$ cat config.mk
export PLATFORM = sky130hd
export DESIGN_NAME = rr_grant_indexer
export DESIGN_NICKNAME = d
export VERILOG_FILES = /design/src/rtl/arb_pkg.sv /design/src/rtl/rr_pick.sv /design/src/rtl/rr_grant_indexer.sv
export SDC_FILE = /design/constraint.sdc
export NUM_CORES = 1
export LEC_CHECK = 0
export BUFFER_PORTS_ARGS = -buffer_cell sky130_fd_sc_hd__buf_2
export CELL_PAD_IN_SITES_DETAIL_PLACEMENT = 2
export CELL_PAD_IN_SITES_GLOBAL_PLACEMENT = 2
export CORE_ASPECT_RATIO = 0.75
export CORE_MARGIN = 4
export CORE_UTILIZATION = 37
export DETAILED_ROUTE_END_ITERATION = 8
export PLACE_DENSITY = 0.93
export SLEW_MARGIN = 20
export SYNTH_ARGS = -nofsm -noshare
export SYNTH_HDL_FRONTEND = slang
export SYNTH_SLANG_ARGS = --single-unit
$ cat constraint.sdc
create_clock -name clk -period 7.65 [get_ports clk]
set_input_delay 0.765 -clock clk [delete_from_list [all_inputs] [get_ports clk]]
set_output_delay 0.765 -clock clk [all_outputs]
set_load 0.05 [all_outputs]
$ cat src/rtl/arb_pkg.sv
// Shared types and helpers for the round-robin grant indexer.
// Optional feature macro used by the top: STICKY_GRANT_EN.
package arb_pkg;

  localparam int unsigned ARB_N     = 8;
  localparam int unsigned ARB_IDX_W = $clog2(ARB_N);

  typedef enum logic {
    IDLE  = 1'b0,
    GRANT = 1'b1
  } arb_state_t;

  // Next index in round-robin order, wrapping n-1 -> 0.
  function automatic logic [ARB_IDX_W-1:0] wrap_inc(input logic [ARB_IDX_W-1:0] idx,
                                                    input int unsigned          n);
    return ARB_IDX_W'((32'(idx) + 32'd1) % n);
  endfunction

endpackage

$ cat src/rtl/rr_pick.sv
// Rotated first-one search: first set bit of req at or after start, wrapping mod N.
module rr_pick #(
  parameter int unsigned N     = 8,
  parameter int unsigned IDX_W = $clog2(N)
) (
  input  logic [N-1:0]     req,
  input  logic [IDX_W-1:0] start,
  output logic [IDX_W-1:0] idx,
  output logic             found
);

  logic [IDX_W-1:0] pos;

  // Scan from the far end back toward start so the closest hit is written last.
  always_comb begin
    idx   = '0;
    found = 1'b0;
    pos   = '0;
    for (int i = N - 1; i >= 0; i--) begin
      pos = start + IDX_W'(i);
      if (req[pos]) begin
        idx   = pos;
        found = 1'b1;
      end
    end
  end

endmodule

$ cat src/rtl/rr_grant_indexer.sv
// Round-robin arbiter emitting the winner as a binary index with valid/ready.
// Optional feature macro: STICKY_GRANT_EN (bounded back-to-back regrants).
module rr_grant_indexer
  import arb_pkg::*;
#(
  parameter int unsigned N         = ARB_N,
  parameter int unsigned IDX_W     = $clog2(N),
  parameter int unsigned MAX_BURST = 4
) (
  input  logic             clk,
  input  logic             rst,
  input  logic [N-1:0]     req,
  input  logic             grant_ready,
  output logic [IDX_W-1:0] grant_idx,
  output logic             grant_valid,
  output logic [IDX_W-1:0] ptr_dbg
);

  arb_state_t       state, state_d;
  logic [IDX_W-1:0] ptr, ptr_d;
  logic [IDX_W-1:0] idx_d;
  logic             valid_d;
  logic [IDX_W-1:0] ptr_next_c;
  logic [IDX_W-1:0] start_c;
  logic [IDX_W-1:0] pick_idx_c;
  logic             pick_found_c;
  logic             accept_c;

`ifdef STICKY_GRANT_EN
  localparam int unsigned BURST_W = IDX_W + 1;
  logic [BURST_W-1:0] burst_cnt, burst_d;
  logic               stay_c;
`endif

  assign ptr_dbg    = ptr;
  assign accept_c   = grant_valid & grant_ready;
  assign ptr_next_c = IDX_W'(wrap_inc(ARB_IDX_W'(grant_idx), N));
  // While a grant is out, the next search starts just past it so the
  // back-to-back winner is ready in the acceptance cycle.
  assign start_c    = (state == GRANT) ? ptr_next_c : ptr;

`ifdef STICKY_GRANT_EN
  assign stay_c = req[grant_idx] && (burst_cnt < BURST_W'(MAX_BURST - 1));
`endif

  rr_pick #(
    .N     (N),
    .IDX_W (IDX_W)
  ) u_pick (
    .req   (req),
    .start (start_c),
    .idx   (pick_idx_c),
    .found (pick_found_c)
  );

  // State, pointer and output registers.
  always_ff @(posedge clk) begin
    if (rst) begin
      state       <= IDLE;
      ptr         <= '0;
      grant_idx   <= '0;
      grant_valid <= 1'b0;
`ifdef STICKY_GRANT_EN
      burst_cnt   <= '0;
`endif
    end else begin
      state       <= state_d;
      ptr         <= ptr_d;
      grant_idx   <= idx_d;
      grant_valid <= valid_d;
`ifdef STICKY_GRANT_EN
      burst_cnt   <= burst_d;
`endif
    end
  end

  // Next-state: issue from IDLE, hold while stalled, rotate or regrant on acceptance.
  always_comb begin
    state_d = state;
    ptr_d   = ptr;
    idx_d   = grant_idx;
    valid_d = grant_valid;
`ifdef STICKY_GRANT_EN
    burst_d = burst_cnt;
`endif
    case (state)
      IDLE: begin
        if (pick_found_c) begin
          idx_d   = pick_idx_c;
          valid_d = 1'b1;
          state_d = GRANT;
        end
      end
      GRANT: begin
        if (accept_c) begin
`ifdef STICKY_GRANT_EN
          if (stay_c) begin
            burst_d = burst_cnt + BURST_W'(1);
          end else begin
            burst_d = '0;
`endif
            ptr_d = ptr_next_c;
            if (pick_found_c) begin
              idx_d = pick_idx_c;
            end else begin
              valid_d = 1'b0;
              state_d = IDLE;
            end
`ifdef STICKY_GRANT_EN
          end
`endif
        end
      end
      default: begin
        state_d = IDLE;
        valid_d = 1'b0;
      end
    endcase
  end

endmodule

# Word level (Yosys, flattened, before mapping)
# Index checks and enable logic that the tools add are counted.
# Widths: inputs -> output; s select.
dict set report word_totals {
  in_bits 11
  word_cells 70
  regBits 8
  out_inout_bits 7
}
dict set report classes {
  bitwise 2
  n_reduce_logical 2
  n_mux 43
  magnitude_cmp 8
  eq_ne 3
  n_addsub 8
}
# op count
set op_table {}
lappend op_table {{$mux 3} 11}
lappend op_table {{$lt 3x4->1 const B} 8}
lappend op_table {{$bmux 1 s3} 8}
lappend op_table {{$mux 1} 21}
lappend op_table {{$add 3x3->3 const B} 4}
lappend op_table {{$add 3x1->3 const B} 2}
lappend op_table {{$add 3x2->3 const B} 2}
lappend op_table {{$pmux 3 s2} 1}
lappend op_table {{$ne 2x2->1 const B} 2}
lappend op_table {{$pmux 1 s2} 2}
lappend op_table {{$reduce_and 3->1} 1}
lappend op_table {{$ne 2x1->1 const B} 1}
lappend op_table {{$reduce_and 2->1} 1}
lappend op_table {{$and 1x1->1} 1}
lappend op_table {{$not 1->1} 1}

# Longest topological paths before layout
dict set report depth {
  word_depth 16
  ltp_mapped 14
}

# Modules after synthesis
# A second synthesis with hierarchy kept.
dict set report unflattened {
  cells_unflattened 133
  hier_area_um2 1221.2
}
# mod instances area_each_um2 cells_each
set by_module_without_submodules {}
lappend by_module_without_submodules {rr_pick 1 782.0 90}
lappend by_module_without_submodules {rr_grant_indexer 1 439.2 43}

# Least setup slack after synthesis
# OpenSTA, ideal clock, no wires.
dict set report synth_path {
  path_kind {register to register}
  from {register grant_idx[0]}
  to {register grant_idx[2]}
  t_arrival_ps 3440
  slack_ps 4119
  stages_incl_launch_ff 15
  synth_period_minus_slack_ps 3531
  n_path_buf 2
  setup_time_ps 91
  required_ps 7559
  cell_sequence {dfxtp_1 ha_1 mux2i_2 inv_2 buf_2 ha_1 buf_2 mux2i_1 nor3_1 a21o_2 o21ai_0 a221o_1 a221oi_2 o311ai_1 a311oi_1}
}
dict set report synth_between {
  elab_chain_cells 16
  word_cells_on_any_way 44
  classes_between {add/sub: 8; mux: 36}
}
# element line_no
set synth_lines {}
lappend synth_lines {{start, declared} rr_grant_indexer.sv:14} ;# output logic [IDX_W-1:0] grant_idx,
lappend synth_lines {{start signal, assigned} rr_grant_indexer.sv:69} ;# grant_idx <= idx_d;
lappend synth_lines {{$add 3x1->3 *} arb_pkg.sv:16} ;# return ARB_IDX_W'((32'(idx) + 32'd1) % n);
lappend synth_lines {{via ptr_next_c[1]} rr_grant_indexer.sv:23} ;# logic [IDX_W-1:0] ptr_next_c;
lappend synth_lines {{$mux 3 *} rr_grant_indexer.sv:40} ;# assign start_c = (state == GRANT) ? ptr_next_c : ptr;
lappend synth_lines {{$add 3x3->3} rr_pick.sv:20} ;# pos = start + IDX_W'(i);
lappend synth_lines {{$bmux 1 s3} rr_pick.sv:21} ;# if (req[pos]) begin
lappend synth_lines {{$mux 1 (not written as such)} rr_pick.sv:21}
lappend synth_lines {{$mux 3 or $mux 1 (tied branches) (8 in a row)} rr_pick.sv:21}
lappend synth_lines {{$mux 3 *} {rr_grant_indexer.sv:88, rr_grant_indexer.sv:103}}
lappend synth_lines {{$mux 3} rr_grant_indexer.sv:95} ;# if (accept_c) begin
lappend synth_lines {{$pmux 3 s2 *} rr_grant_indexer.sv:86} ;# case (state)
# The timed path passes the listed nets; every way through them passes the cells marked *. The select of a mux whose other input is x is not followed.
# A chain may end at the register's enable or synchronous reset.

# Worst setup path in the final report
dict set report layout_path {
  from {register grant_idx[0]}
  to {register grant_idx[1]}
}
# Same word-level chain as after synthesis.

==> reports/metrics.cfg <==
[run_status]
status=finished clean

[sta]
holdWs_ps=563
fin_setup_tns_ps=0
worst_slew_margin_rel_pct=48.6
setup_viol=0
period_share_pct=57.4
drv_slew=0
fmax_mhz=228
finalHoldViolations=0
worst_pin_slew_ps=770
min_period_ps=4390
rsz0062_at_grt=false
fin_skew_ps=12.8

[yosys]
synth_top_area_share_pct=10.3
yosys-top-cells-area=dfxtp_1 10%, nand3_1 6.4%, mux2i_1 5.8%
synth_top_area_cell=dfxtp_1
async_reset_ff_share_pct=0
yosys_register_bits=8
syn_nets=215
synth_edf_count=0
synth_cell_type_count=65
synthCells=202
syn_area_um2=1560
yosys_warnings=0
ys.flop_type=dfxtp_1
seq_area_frac_synth_pct=10.3
syn_avg_cell_area_um2=7.70

[clock_network]
path_clk_slew_ps=50
clockBufferDepth=2
cts_made_buffers=3
cts_setup_buffers=0
worstSkewPairLatency_ps=240
cts.hold.buffers_added=0
cts-root-buf=clkbuf_8
clkSinkCount=8
h-tree-depth=1
post_cts_resized=0
cts_tree=built

[grt]
grt_pass1_wl_um=10800
grt_antenna_before_repair=0
grt_usage_pct=25.9
grt_pass1_vias=1894
gr-total-overflow=0
grt_max_degree=17

[critical_path]
path_max_fanout=14
worstSetupPathType=reg -> reg
critPathTopFamily=compound AO/OA/AOI/OAI gates
cp-end-kind=flip-flop
path_buf_inv=1
crit_path_top_delay_cell=ha_1
r2r-end=grant_idx[1]$_SDFFE_PP0P_
reg2reg_slack_ps=3260
crit_required_ps=7790
reg2regPathDepth=12
arrival_ps=4540
slowest_delay_ps=610
worst_setup_path_start_kind=flip-flop
timing.rr.start=grant_idx[0]$_SDFFE_PP0P_
crit_chain=ha_1 -> mux2i_2 -> inv_2 -> ha_1 -> mux2i_1 -> a21oi_1 -> a311oi_2 -> mux2_1 -> nand4_1 -> a21oi_1 -> o31ai_1 -> a311oi_1

[drt]
firstDrtPassIters=4
drtIter0Drc=107
viasPerCell=6.60
postRouteAntennaNets=0
dr_total_vias=1750
wl_per_cell_um=25.0
totalWireLength_um=6610
drc=0

[floorplanning]
core_um2=4050
die_x_um=82.9
io_pins=18
die_height_um=64.1
placementRows=20
dieArea_um2=5320
initial_core_util_pct=38.4

[min_path]
min_from=grant_valid$_SDFFE_PP0P_
hp-class=reg -> reg
hold_depth=2
hold_end=grant_valid$_SDFFE_PP0P_

[power_and_ir_drop]
power.share.combinational_pct=79.3
switchingPower_mw=0.335
power_frac_seq_pct=11.2
internal-power_mw=0.252
cellPowerDensity_nw_per_um2=353
leakage_nw=0.643
peakVddDrop_mv=0.117
clockPowerShare_pct=9.5
switching_share_pct=57.0

[layout]
area_delta_synth_final_pct=7.00
fin_cells=265
final_common_cell=nand3_1
nFillCells=497
nets=225
post-route-util_pct=41.0
antennaDiodeCount=0
final_area_um2=1660
layout-drive-gt1-share_pct=22.9
final_cell_mix=20 x nand3_1, 19 x nand2_1, 17 x o21ai_0, 17 x buf_2, 15 x a21oi_1

[place]
dp_hpwl_um=5240
portBuffers=17
dp_cells=262
gp_congestion=0.849
dpl-instance-area_um2=1620

[job]
maxCapViolCount=0

[cells in the mapped netlist (all sizes together), types with 4 or more instances]
master / number
a211oi: 4
a21oi: 16
a311oi: 5
and2: 5
and3: 4
buf: 11
dfxtp: 8
mux2i: 12
mux4: 4
nand2: 20
nand2b: 5
nand3: 20
nor2: 14
o21a: 5
o21ai: 21
xnor2: 5
[area by class of cell]
class                      count  area [um2]  share of cell area (%)
multi-input combinational    179        1290                    77.8
tap                           55        68.8                    4.14
sequential                     8         160                    9.62
inverter                       3        13.8                   0.827
timing repair buffer          17        85.1                    5.11
clock buffer                   3        41.3                    2.48
[flip-flops by register name (all words and copies together), names as in the netlist]
name and count:
grant_idx 3, state 1, ptr_dbg 3, grant_valid 1
[kinds of logic (layout without fill, tap and decap cells)]
logic type	Yosys count	in the layout	share of synthesized area, %
AO/OA/AOI/OAI	73	73	33.0
XOR/XNOR	6	6	3.86
adder cells (fa/ha/maj)	2	2	1.61
buffers and inverters	15	23	6.44
flip-flops	8	8	10.3
multiplexers	19	19	17.5
AND/OR/NAND/NOR	79	79	27.4
[metal layers]
layer | vias up | track usage, % | wire, um
li1 | 789 | - | -
met4 | 0 | 6.73 | 128
met3 | 18 | 4.90 | 389
met2 | 61 | 44.0 | 3120
met1 | 882 | 33.7 | 2970
met5 | - | 0 | 0
[power groups by stage]
stage / sequential (mW) / clock, mW / combinational (mW)
2_1_floorplan: 0.0816 / 0 / 0.324
6_report: 0.0655 / 0.0559 / 0.466
3_5_place_dp: 0.0658 / 0 / 0.452
4_1_cts: 0.0651 / 0.0567 / 0.458
3_3_place_gp: 0.0639 / 0 / 0.424
5_1_grt: 0.0664 / 0.0620 / 0.502
[worst max-delay path by stage]
stage,startpoint,to,cells after the start
after detailed placement,grant_idx[0]$_SDFFE_PP0P_,grant_idx[1]$_SDFFE_PP0P_,12
after floorplan,grant_idx[0]$_SDFFE_PP0P_,grant_idx[2]$_SDFFE_PP0P_,14
final,grant_idx[0]$_SDFFE_PP0P_,grant_idx[1]$_SDFFE_PP0P_,12
after global placement,grant_idx[0]$_SDFFE_PP0P_,grant_idx[2]$_SDFFE_PP0P_,12
after CTS,grant_idx[0]$_SDFFE_PP0P_,grant_idx[1]$_SDFFE_PP0P_,12
after global routing,grant_idx[0]$_SDFFE_PP0P_,grant_idx[1]$_SDFFE_PP0P_,12
[worst min-delay path, delay by kind of cell, from the launching register on]
kind,cells,cell delay (ps)
simple gates,1,120
compound gates,1,50
flops,1,340
[metrics by stage]
step,setup slack [ps],power (mW)
after floorplan,4120,0.405
after global placement,3720,0.488
after detailed placement,3320,0.518
after CTS,3320,0.580
after global routing,2960,0.630
final,3260,0.587
(Power assumes the default switching activity.)
